**src/rtl/ps2_key_decoder.sv**
```systemverilog
`default_nettype none
// +--------------------------------------------------------------------------+
// | Module   : ps2_key_decoder                                               |
// | Purpose  : Pops key events from the PS/2 receiver FIFO, tracks the       |
// |            shift/ctrl/caps modifier state and translates set-2 make      |
// |            codes into 7-bit ASCII held in a single-entry valid/ready     |
// |            output register.                                              |
// | Ports    : clk, clr            - clock, synchronous active-high reset    |
// |            kb_ready/kb_keyup/kb_extend/kb_scancode - receiver FIFO head  |
// |            kb_overflow         - receiver sticky overflow flag           |
// |            kb_nextdata_n       - active-low pop strobe to the receiver   |
// |            ascii/ascii_valid/ascii_ready - character output handshake    |
// |            mods                - {caps, ctrl, shift}                     |
// |            overflow            - registered copy of kb_overflow          |
// | Revision : 1.0 - initial release                                         |
// +--------------------------------------------------------------------------+
module ps2_key_decoder #(
    parameter logic CAPS_INIT = 1'b0,
    parameter logic CTRL_MAP  = 1'b1
) (
    input  logic       clk,
    input  logic       clr,
    input  logic       kb_ready,
    input  logic       kb_keyup,
    input  logic       kb_extend,
    input  logic [7:0] kb_scancode,
    input  logic       kb_overflow,
    output logic       kb_nextdata_n,
    output logic [7:0] ascii,
    output logic       ascii_valid,
    input  logic       ascii_ready,
    output logic [2:0] mods,
    output logic       overflow
);

    localparam logic [1:0] c_ST_IDLE   = 2'd0;
    localparam logic [1:0] c_ST_LOOKUP = 2'd1;
    localparam logic [1:0] c_ST_EMIT   = 2'd2;

    logic [1:0] r_state;
    logic       r_keyup;
    logic       r_extend;
    logic [7:0] r_code;
    logic       r_shift;
    logic       r_ctrl;
    logic       r_caps;
    logic [6:0] r_ascii;
    logic       r_valid;
    logic       r_overflow;

    logic       w_pop;
    logic [6:0] w_lo;
    logic [6:0] w_hi;
    logic       w_letter;
    logic       w_hit;
    logic       w_is_shift;
    logic       w_is_ctrl;
    logic       w_is_caps;
    logic       w_keep;
    logic [6:0] w_char;

    // The pop is combinational so the head fields sampled at this edge are
    // exactly the event being released; clr suppresses it outright.
    assign w_pop         = ~clr & (r_state == c_ST_IDLE) & kb_ready & ~r_valid;
    assign kb_nextdata_n = ~w_pop;

    // Unshifted / shifted glyph per make code. A zero unshifted glyph means
    // the code has no table entry.
    always_comb begin
        w_lo     = 7'h00;
        w_hi     = 7'h00;
        w_letter = 1'b0;
        case (r_code)
            8'h1C: begin w_letter = 1'b1; w_lo = 7'h61; end // a
            8'h32: begin w_letter = 1'b1; w_lo = 7'h62; end
            8'h21: begin w_letter = 1'b1; w_lo = 7'h63; end
            8'h23: begin w_letter = 1'b1; w_lo = 7'h64; end
            8'h24: begin w_letter = 1'b1; w_lo = 7'h65; end
            8'h2B: begin w_letter = 1'b1; w_lo = 7'h66; end
            8'h34: begin w_letter = 1'b1; w_lo = 7'h67; end
            8'h33: begin w_letter = 1'b1; w_lo = 7'h68; end
            8'h43: begin w_letter = 1'b1; w_lo = 7'h69; end
            8'h3B: begin w_letter = 1'b1; w_lo = 7'h6A; end
            8'h42: begin w_letter = 1'b1; w_lo = 7'h6B; end
            8'h4B: begin w_letter = 1'b1; w_lo = 7'h6C; end
            8'h3A: begin w_letter = 1'b1; w_lo = 7'h6D; end
            8'h31: begin w_letter = 1'b1; w_lo = 7'h6E; end
            8'h44: begin w_letter = 1'b1; w_lo = 7'h6F; end
            8'h4D: begin w_letter = 1'b1; w_lo = 7'h70; end
            8'h15: begin w_letter = 1'b1; w_lo = 7'h71; end
            8'h2D: begin w_letter = 1'b1; w_lo = 7'h72; end
            8'h1B: begin w_letter = 1'b1; w_lo = 7'h73; end
            8'h2C: begin w_letter = 1'b1; w_lo = 7'h74; end
            8'h3C: begin w_letter = 1'b1; w_lo = 7'h75; end
            8'h2A: begin w_letter = 1'b1; w_lo = 7'h76; end
            8'h1D: begin w_letter = 1'b1; w_lo = 7'h77; end
            8'h22: begin w_letter = 1'b1; w_lo = 7'h78; end
            8'h35: begin w_letter = 1'b1; w_lo = 7'h79; end
            8'h1A: begin w_letter = 1'b1; w_lo = 7'h7A; end // z
            8'h45: begin w_lo = 7'h30; w_hi = 7'h29; end     // 0 )
            8'h16: begin w_lo = 7'h31; w_hi = 7'h21; end     // 1 !
            8'h1E: begin w_lo = 7'h32; w_hi = 7'h40; end     // 2 @
            8'h26: begin w_lo = 7'h33; w_hi = 7'h23; end     // 3 #
            8'h25: begin w_lo = 7'h34; w_hi = 7'h24; end     // 4 $
            8'h2E: begin w_lo = 7'h35; w_hi = 7'h25; end     // 5 %
            8'h36: begin w_lo = 7'h36; w_hi = 7'h5E; end     // 6 ^
            8'h3D: begin w_lo = 7'h37; w_hi = 7'h26; end     // 7 &
            8'h3E: begin w_lo = 7'h38; w_hi = 7'h2A; end     // 8 *
            8'h46: begin w_lo = 7'h39; w_hi = 7'h28; end     // 9 (
            8'h4E: begin w_lo = 7'h2D; w_hi = 7'h5F; end     // - _
            8'h55: begin w_lo = 7'h3D; w_hi = 7'h2B; end     // = +
            8'h54: begin w_lo = 7'h5B; w_hi = 7'h7B; end     // [ {
            8'h5B: begin w_lo = 7'h5D; w_hi = 7'h7D; end     // ] }
            8'h5D: begin w_lo = 7'h5C; w_hi = 7'h7C; end     // backslash |
            8'h4C: begin w_lo = 7'h3B; w_hi = 7'h3A; end     // ; :
            8'h52: begin w_lo = 7'h27; w_hi = 7'h22; end     // ' "
            8'h41: begin w_lo = 7'h2C; w_hi = 7'h3C; end     // , <
            8'h49: begin w_lo = 7'h2E; w_hi = 7'h3E; end     // . >
            8'h4A: begin w_lo = 7'h2F; w_hi = 7'h3F; end     // / ?
            8'h0E: begin w_lo = 7'h60; w_hi = 7'h7E; end     // ` ~
            8'h29: begin w_lo = 7'h20; w_hi = 7'h20; end     // space
            8'h5A: begin w_lo = 7'h0D; w_hi = 7'h0D; end     // enter
            8'h66: begin w_lo = 7'h08; w_hi = 7'h08; end     // backspace
            8'h0D: begin w_lo = 7'h09; w_hi = 7'h09; end     // tab
            8'h76: begin w_lo = 7'h1B; w_hi = 7'h1B; end     // esc
            default: ;
        endcase
        // Letters carry only the lowercase form; uppercase differs in bit 5.
        if (w_letter) begin
            w_hi = w_lo ^ 7'h20;
        end
    end

    assign w_hit      = (w_lo != 7'h00);
    assign w_is_shift = ~r_extend & ((r_code == 8'h12) | (r_code == 8'h59));
    assign w_is_ctrl  = (r_code == 8'h14);
    assign w_is_caps  = ~r_extend & (r_code == 8'h58);

    // Only E0 5A survives among extended codes; releases never emit.
    assign w_keep = ~(w_is_shift | w_is_ctrl | w_is_caps) & ~r_keyup &
                    (r_extend ? (r_code == 8'h5A) : w_hit);

    always_comb begin
        w_char = r_shift ? w_hi : w_lo;
        if (w_letter) begin
            w_char = (r_shift ^ r_caps) ? w_hi : w_lo;
            if (CTRL_MAP && r_ctrl) begin
                w_char = w_char & 7'h1F;
            end
        end
    end

    always_ff @(posedge clk) begin
        if (clr) begin
            r_state    <= c_ST_IDLE;
            r_keyup    <= 1'b0;
            r_extend   <= 1'b0;
            r_code     <= 8'h00;
            r_shift    <= 1'b0;
            r_ctrl     <= 1'b0;
            r_caps     <= CAPS_INIT;
            r_ascii    <= 7'h00;
            r_valid    <= 1'b0;
            r_overflow <= 1'b0;
        end else begin
            r_overflow <= kb_overflow;
            if (r_valid && ascii_ready) begin
                r_valid <= 1'b0;
            end
            case (r_state)
                c_ST_IDLE: begin
                    if (w_pop) begin
                        r_keyup  <= kb_keyup;
                        r_extend <= kb_extend;
                        r_code   <= kb_scancode;
                        r_state  <= c_ST_LOOKUP;
                    end
                end
                c_ST_LOOKUP: begin
                    if (w_is_shift) r_shift <= ~r_keyup;
                    if (w_is_ctrl)  r_ctrl  <= ~r_keyup;
                    if (w_is_caps && !r_keyup) r_caps <= ~r_caps;
                    // The output register is loaded on entry to EMIT so the
                    // character is already visible during the EMIT cycle.
                    if (w_keep) begin
                        r_ascii <= w_char;
                        r_valid <= 1'b1;
                        r_state <= c_ST_EMIT;
                    end else begin
                        r_state <= c_ST_IDLE;
                    end
                end
                c_ST_EMIT: r_state <= c_ST_IDLE;
                default:   r_state <= c_ST_IDLE;
            endcase
        end
    end

    assign ascii       = {1'b0, r_ascii};
    assign ascii_valid = r_valid;
    assign mods        = {r_caps, r_ctrl, r_shift};
    assign overflow    = r_overflow;

endmodule
`default_nettype wire
```
**config.mk**
```make
export PLATFORM = sky130hd
export DESIGN_NAME = ps2_key_decoder
export DESIGN_NICKNAME = d
export VERILOG_FILES = /design/src/rtl/ps2_key_decoder.sv
export SDC_FILE = /design/constraint.sdc
export NUM_CORES = 1
export LEC_CHECK = 0
export CORE_MARGIN = 2
export CORE_UTILIZATION = 25
export DETAILED_ROUTE_END_ITERATION = 6
export DONT_BUFFER_PORTS = 1
export GPL_TIMING_DRIVEN = 0
export HOLD_SLACK_MARGIN = 0.05
export PLACE_DENSITY = 0.42
export SLEW_MARGIN = 20
export SYNTH_ARGS = -nofsm -noshare
export SYNTH_HDL_FRONTEND = slang
export SYNTH_SLANG_ARGS = --single-unit
```
**constraint.sdc**
```tcl
create_clock -name clk -period 3 [get_ports clk]
set_input_delay 0.75 -clock clk [delete_from_list [all_inputs] [get_ports clk]]
set_output_delay 0.75 -clock clk [all_outputs]
set_load 0.02 [all_outputs]
```
# [Word level (Yosys, flattened, before mapping)]
# Index checks and enable logic that the tools add are counted.
[word_totals] reg_bits=24 romBits=0 mem_bits_rw=0 latch_bits=0 elab_cells=113 memories=0
[op_classes] add_sub_neg=0 n_div=0 n_reduce_logical=11 shifts=0 n_mul=0 n_lt_le_gt_ge=0 n_bitwise=19 n_eq_ne=58 mux=15
[op_table] cell="$pmux W7 S52" count=1
[op_table] cell="$eq A8 B6 Y1 const B" count=23
[op_table] cell="$pmux W7 S26" count=1
[op_table] cell="$eq A8 B7 Y1 const B" count=22
[op_table] cell="$eq A8 B5 Y1 const B" count=9
[op_table] cell="$mux W7" count=5
[op_table] cell="$reduce_or A26 Y1" count=1
[op_table] cell="$eq A8 B4 Y1 const B" count=2
[op_table] cell="$reduce_and A2 Y1" count=5
[op_table] cell="$not A1 Y1" count=8
[op_table] cell="$and A1 B1 Y1" count=7
[op_table] cell="$reduce_bool A7 Y1" count=1
[op_table] cell="$mux W1" count=5
[op_table] cell="$mux W2" count=2
[op_table] cell="$pmux W2 S2" count=1
[op_table] cell="$or A1 B1 Y1" count=3
[op_table] cell="$eq A2 B1 Y1 const B" count=1
[op_table] cell="$logic_and A1 B1 Y1" count=2
[op_table] cell="$logic_not A2 Y1" count=1
[op_table] cell="$ne A2 B2 Y1 const B" count=1
[op_table] cell="$logic_not A1 Y1" count=1
[op_table] cell="$xor A1 B1 Y1" count=1

# [Longest topological paths before layout]
[depth] ltp_word=10 depth_mapped=12 mapped_depth_nobuf=8

# [Worst setup path after synthesis]
# No wires, ideal clock.
[synth_path] path_kind="register to register" start="register r_code[2]" end="register r_ascii[1]" path_slack_ns=0.450 setup_time_ns=0.129 path_stages_with_launch=10 path_buffers=3 arrival_time_ns=2.421 synth_period_minus_slack_ns=2.550 cell_sequence="dfxtp_1 buf_4 buf_4 nor4bb_1 a221o_1 or4b_4 o41ai_4 buf_6 mux2i_1 nor2_1"
[synth_via] elab_chain_len=9 word_cells_on_any_way=76 classes_between="56 x eq/ne; 9 x mux; 8 x bitwise; 3 x reduce/logical"
[synth_lines] element="start: declaration" line_no="43" source="logic [7:0] r_code;"
[synth_lines] element="start signal: assignment" line_no="175" source="r_code <= kb_scancode;"
[synth_lines] element="branches (longest 9 deep; another with $pmux W7 S52)"
[synth_lines] element="end signal: assignment" line_no="186" source="r_ascii <= w_char;"
[synth_lines] element="end: declaration" line_no="47" source="logic [6:0] r_ascii;"
# Several ways; the timed one is not identified.
# A chain may end at the register's enable or synchronous reset.

# [Worst setup path after layout]
[layout_path] start="register r_code[2]" end="register r_ascii[0]"
# The elaborated chain is that of the path after synthesis.

==> qor.csv <==
stage,metric,value,unit
route,dr.pass1.iters,5,
route,vias,2779,
clock_tree,clkTransAtPathRegs,0.09,ns
route,drt-vias-per-instance,5.826,
sta,drv_slew,0,
global_routing,antenna_found_initial,0,
logic_synthesis,netlist_area,0.002481,mm2
clock_tree,insertion_delay,0.27,ns
route,drc_errors,0,
final_layout,antenna_cells,0,
worst_setup_path,path_max_fanout,10,
floorplanning,num_rows,36,
worst_setup_path,path_class,register to register,
pwr,vdd_drop_max,228.8,uV
pwr,p_leak,1.020,nW
place,place_congestion,0.9027,
place,pre_cts_slack,-0.09703,ns
worst_setup_path,arrival,3.07,ns
worst_setup_path,cp_slowest_stage_delay,0.54,ns
sta,setup_ws,0.09874,ns
logic_synthesis,synth_most_common_cell,nand2_1,
final_layout,drive_gt1_share,18.31,%
sta,setup_violations,0,
final_layout,area_growth_syn_to_layout,14.88,%
route,dr_wl_met3,841,um
worst_setup_path,crit_slowest_cell,or4_1,
floorplanning,core_region_area,0.009684,mm2
floorplanning,die_area,0.01074,mm2
logic_synthesis,synthTopCellsByArea,"dfxtp_1 (19%), o21ai_0 (5.6%), nand2_1 (5.0%)",
clock_tree,cts_tree,done,
logic_synthesis,synth.net_count,348,
sta,relSlewSlack,47.97,%
sta,fin_skew,0.006620,ns
worst_setup_path,path_buf_inv,2,
logic_synthesis,ys_top_cells_by_count,"nand2_1 (33), o21ai_0 (28), dfxtp_1 (24)",
global_routing,grt_max_degree,14,
global_routing,grt_usage,16.54,%
logic_synthesis,synthCells,333,
floorplanning,die_w,103.6,um
logic_synthesis,synth-warning-count,0,
floorplanning,die_h,103.6,um
logic_synthesis,synth_ff_type,dfxtp_1,
sta,period_minus_slack,2.901,ns
route,wl_per_cell,19.12,um
worst_setup_path,crit_required,3.17,ns
route,routed_wl,9121,um
global_routing,grt_pass1_wl,14360,um
sta,worst_pin_slew,0.7784,ns
pwr,finalPower,897.3,uW
logic_synthesis,avgSynthCellArea,7.451,um2
route,top_layer,met4,
worst_setup_path,end_kind,register,
place,dp_hpwl,6820,um
clock_tree,ctsRootBufferMaster,clkbuf_8,
worst_setup_path,critPathLaunchType,register,
logic_synthesis,synth-seq-area-share,19.36,%
route,wl_met1,3971,um
route,route.met2.wl,3905,um
sta,period_share,96.71,%
global_routing,gr-total-overflow,0,
worst_setup_path,cp_cell_sequence,buf_4 > buf_4 > nor4bb_2 > mux2_1 > o2111ai_2 > nand2_1 > or4_1 > o41ai_1 > o21ai_1 > o21a_1,
job,maxCapViolCount,0,
logic_synthesis,synth_top_cell_by_area,dfxtp_1,
pwr,p_per_area,314.8,mW/mm2
sta,tns,0,ns
logic_synthesis,synth-async-reset-ratio,0,%
floorplanning,start_util,25.62,%
logic_synthesis,synth.top_cell.area_share,19.36,%
worst_setup_path,cp_top_family,compound AO/OA/AOI/OAI gates,
logic_synthesis,yosys.cell_types.count,70,
logic_synthesis,synth_edf_count,0,
clock_tree,cts_buffers,3,
global_routing,grt_pass1_vias,2555,
floorplanning,ios,29,
sta,fmax,344.7,MHz
logic_synthesis,ys_ff_latch,24,
sta,hold_violations,0,
hold_path,hold_path_class,register to register,
route,antenna_left,0,
clock_tree,htreeDepth,1,
worst_setup_path,crit_top_cell,buf_4,
clock_tree,clkSinkCount,24,
place,port_buffers,0,
route,drtIter0Drc,299,
status,status,finished clean,
final_layout,nets,360,
clock_tree,ctsLongestPathBuffers,2,
==> layer usage <==
layer  vias up  track usage [%]
met5         -                0
met4         0            6.853
met3        43            2.203
met2       177            25.54
met1      1284            23.14
li1       1275                -
==> registers in the layout (all words and copies together), names as in the netlist <==
signal and count:
overflow 1, r_keyup 1, r_state 2, ascii_valid 1
r_extend 1, r_caps 1, r_ascii 7, r_code 8
r_ctrl 1, r_shift 1
==> area by class of cell <==
cell class,instances,area (um2)
plain buffers,35,254.0
clock buffers,4,55.05
fillers,1083,6834
inverters,6,22.52
multi-input cells,266,1790
flip-flops and latches,24,481.7
well taps,133,166.4
repair buffers,9,80.08
==> power by group <==
part | switching (mW) | leakage (nW) | internal, mW
logic | 0.197 | 0.795 | 0.120
registers | 0.0231 | 0.196 | 0.337
clock network | 0.103 | 0.0288 | 0.117
total | 0.323 | 1.02 | 0.574
==> cell usage in the layout, fill, tap and decap left out, types with 8 or more instances in the layout <==
cell type   n
a21oi_1    18
buf_4      19
buf_6       9
clkbuf_1    8
dfxtp_1    23
nand2_1    33
nand2b_1   17
nand3_1     9
nor2_1     22
nor2b_1     9
nor3_1     11
o21ai_0    28
==> metrics by stage <==
step / instances / hold WS, ns / area [um2] / util [%]
6_report: 477 / 0.5165 / 2850 / 29.43
3_5_place_dp: 466 / 0.5205 / 2660 / 27.47
5_1_grt: 477 / 0.5387 / 2850 / 29.43
4_1_cts: 471 / 0.5277 / 2730 / 28.19
3_3_place_gp: 466 / 0.5258 / 2648 / 27.34
2_1_floorplan: 333 / 0.4552 / 2481 / -
==> path summary, 6_finish.rpt <==
| check | start | end | cells past startpoint | slack, ns |
|---|---|---|---|---|
| max | r_code[2] | r_ascii[0] | 10 | 0.1 |
| min | r_keyup | r_ctrl | 1 | 0.52 |
| max reg2reg | r_code[2] | r_ascii[0] | 10 | 0.1 |
| min reg2reg | r_keyup | r_ctrl | 1 | 0.52 |
==> worst register-to-register path: stages, from the launching register on <==
cell and delay, ns:
dfxtp_1 0.31, buf_4 0.16, buf_4 0.18, nor4bb_2 0.20
mux2_1 0.33, o2111ai_2 0.24, nand2_1 0.08, or4_1 0.54
o41ai_1 0.41, o21ai_1 0.16, o21a_1 0.20
==> repair_timing <==
item | CTS | global route
hold buffers | 0 | 0
gates resized for setup | 2 | 19
pin swaps | 1 | 3
setup endpoints to repair | 5 | 9
setup buffers | 1 | 8
==> cells by family (layout without fill, tap and decap cells) <==
logic type	count (synthesis)	in the layout	synth area share, %
compound gates	100	100	27.59
xor+xnor	5	5	2.068
buf+inv	43	54	10.49
flops	24	24	19.36
mux	3	3	1.261
other cells	1	1	0.1511
simple gates	157	157	39.08
(Power assumes the default switching activity.)
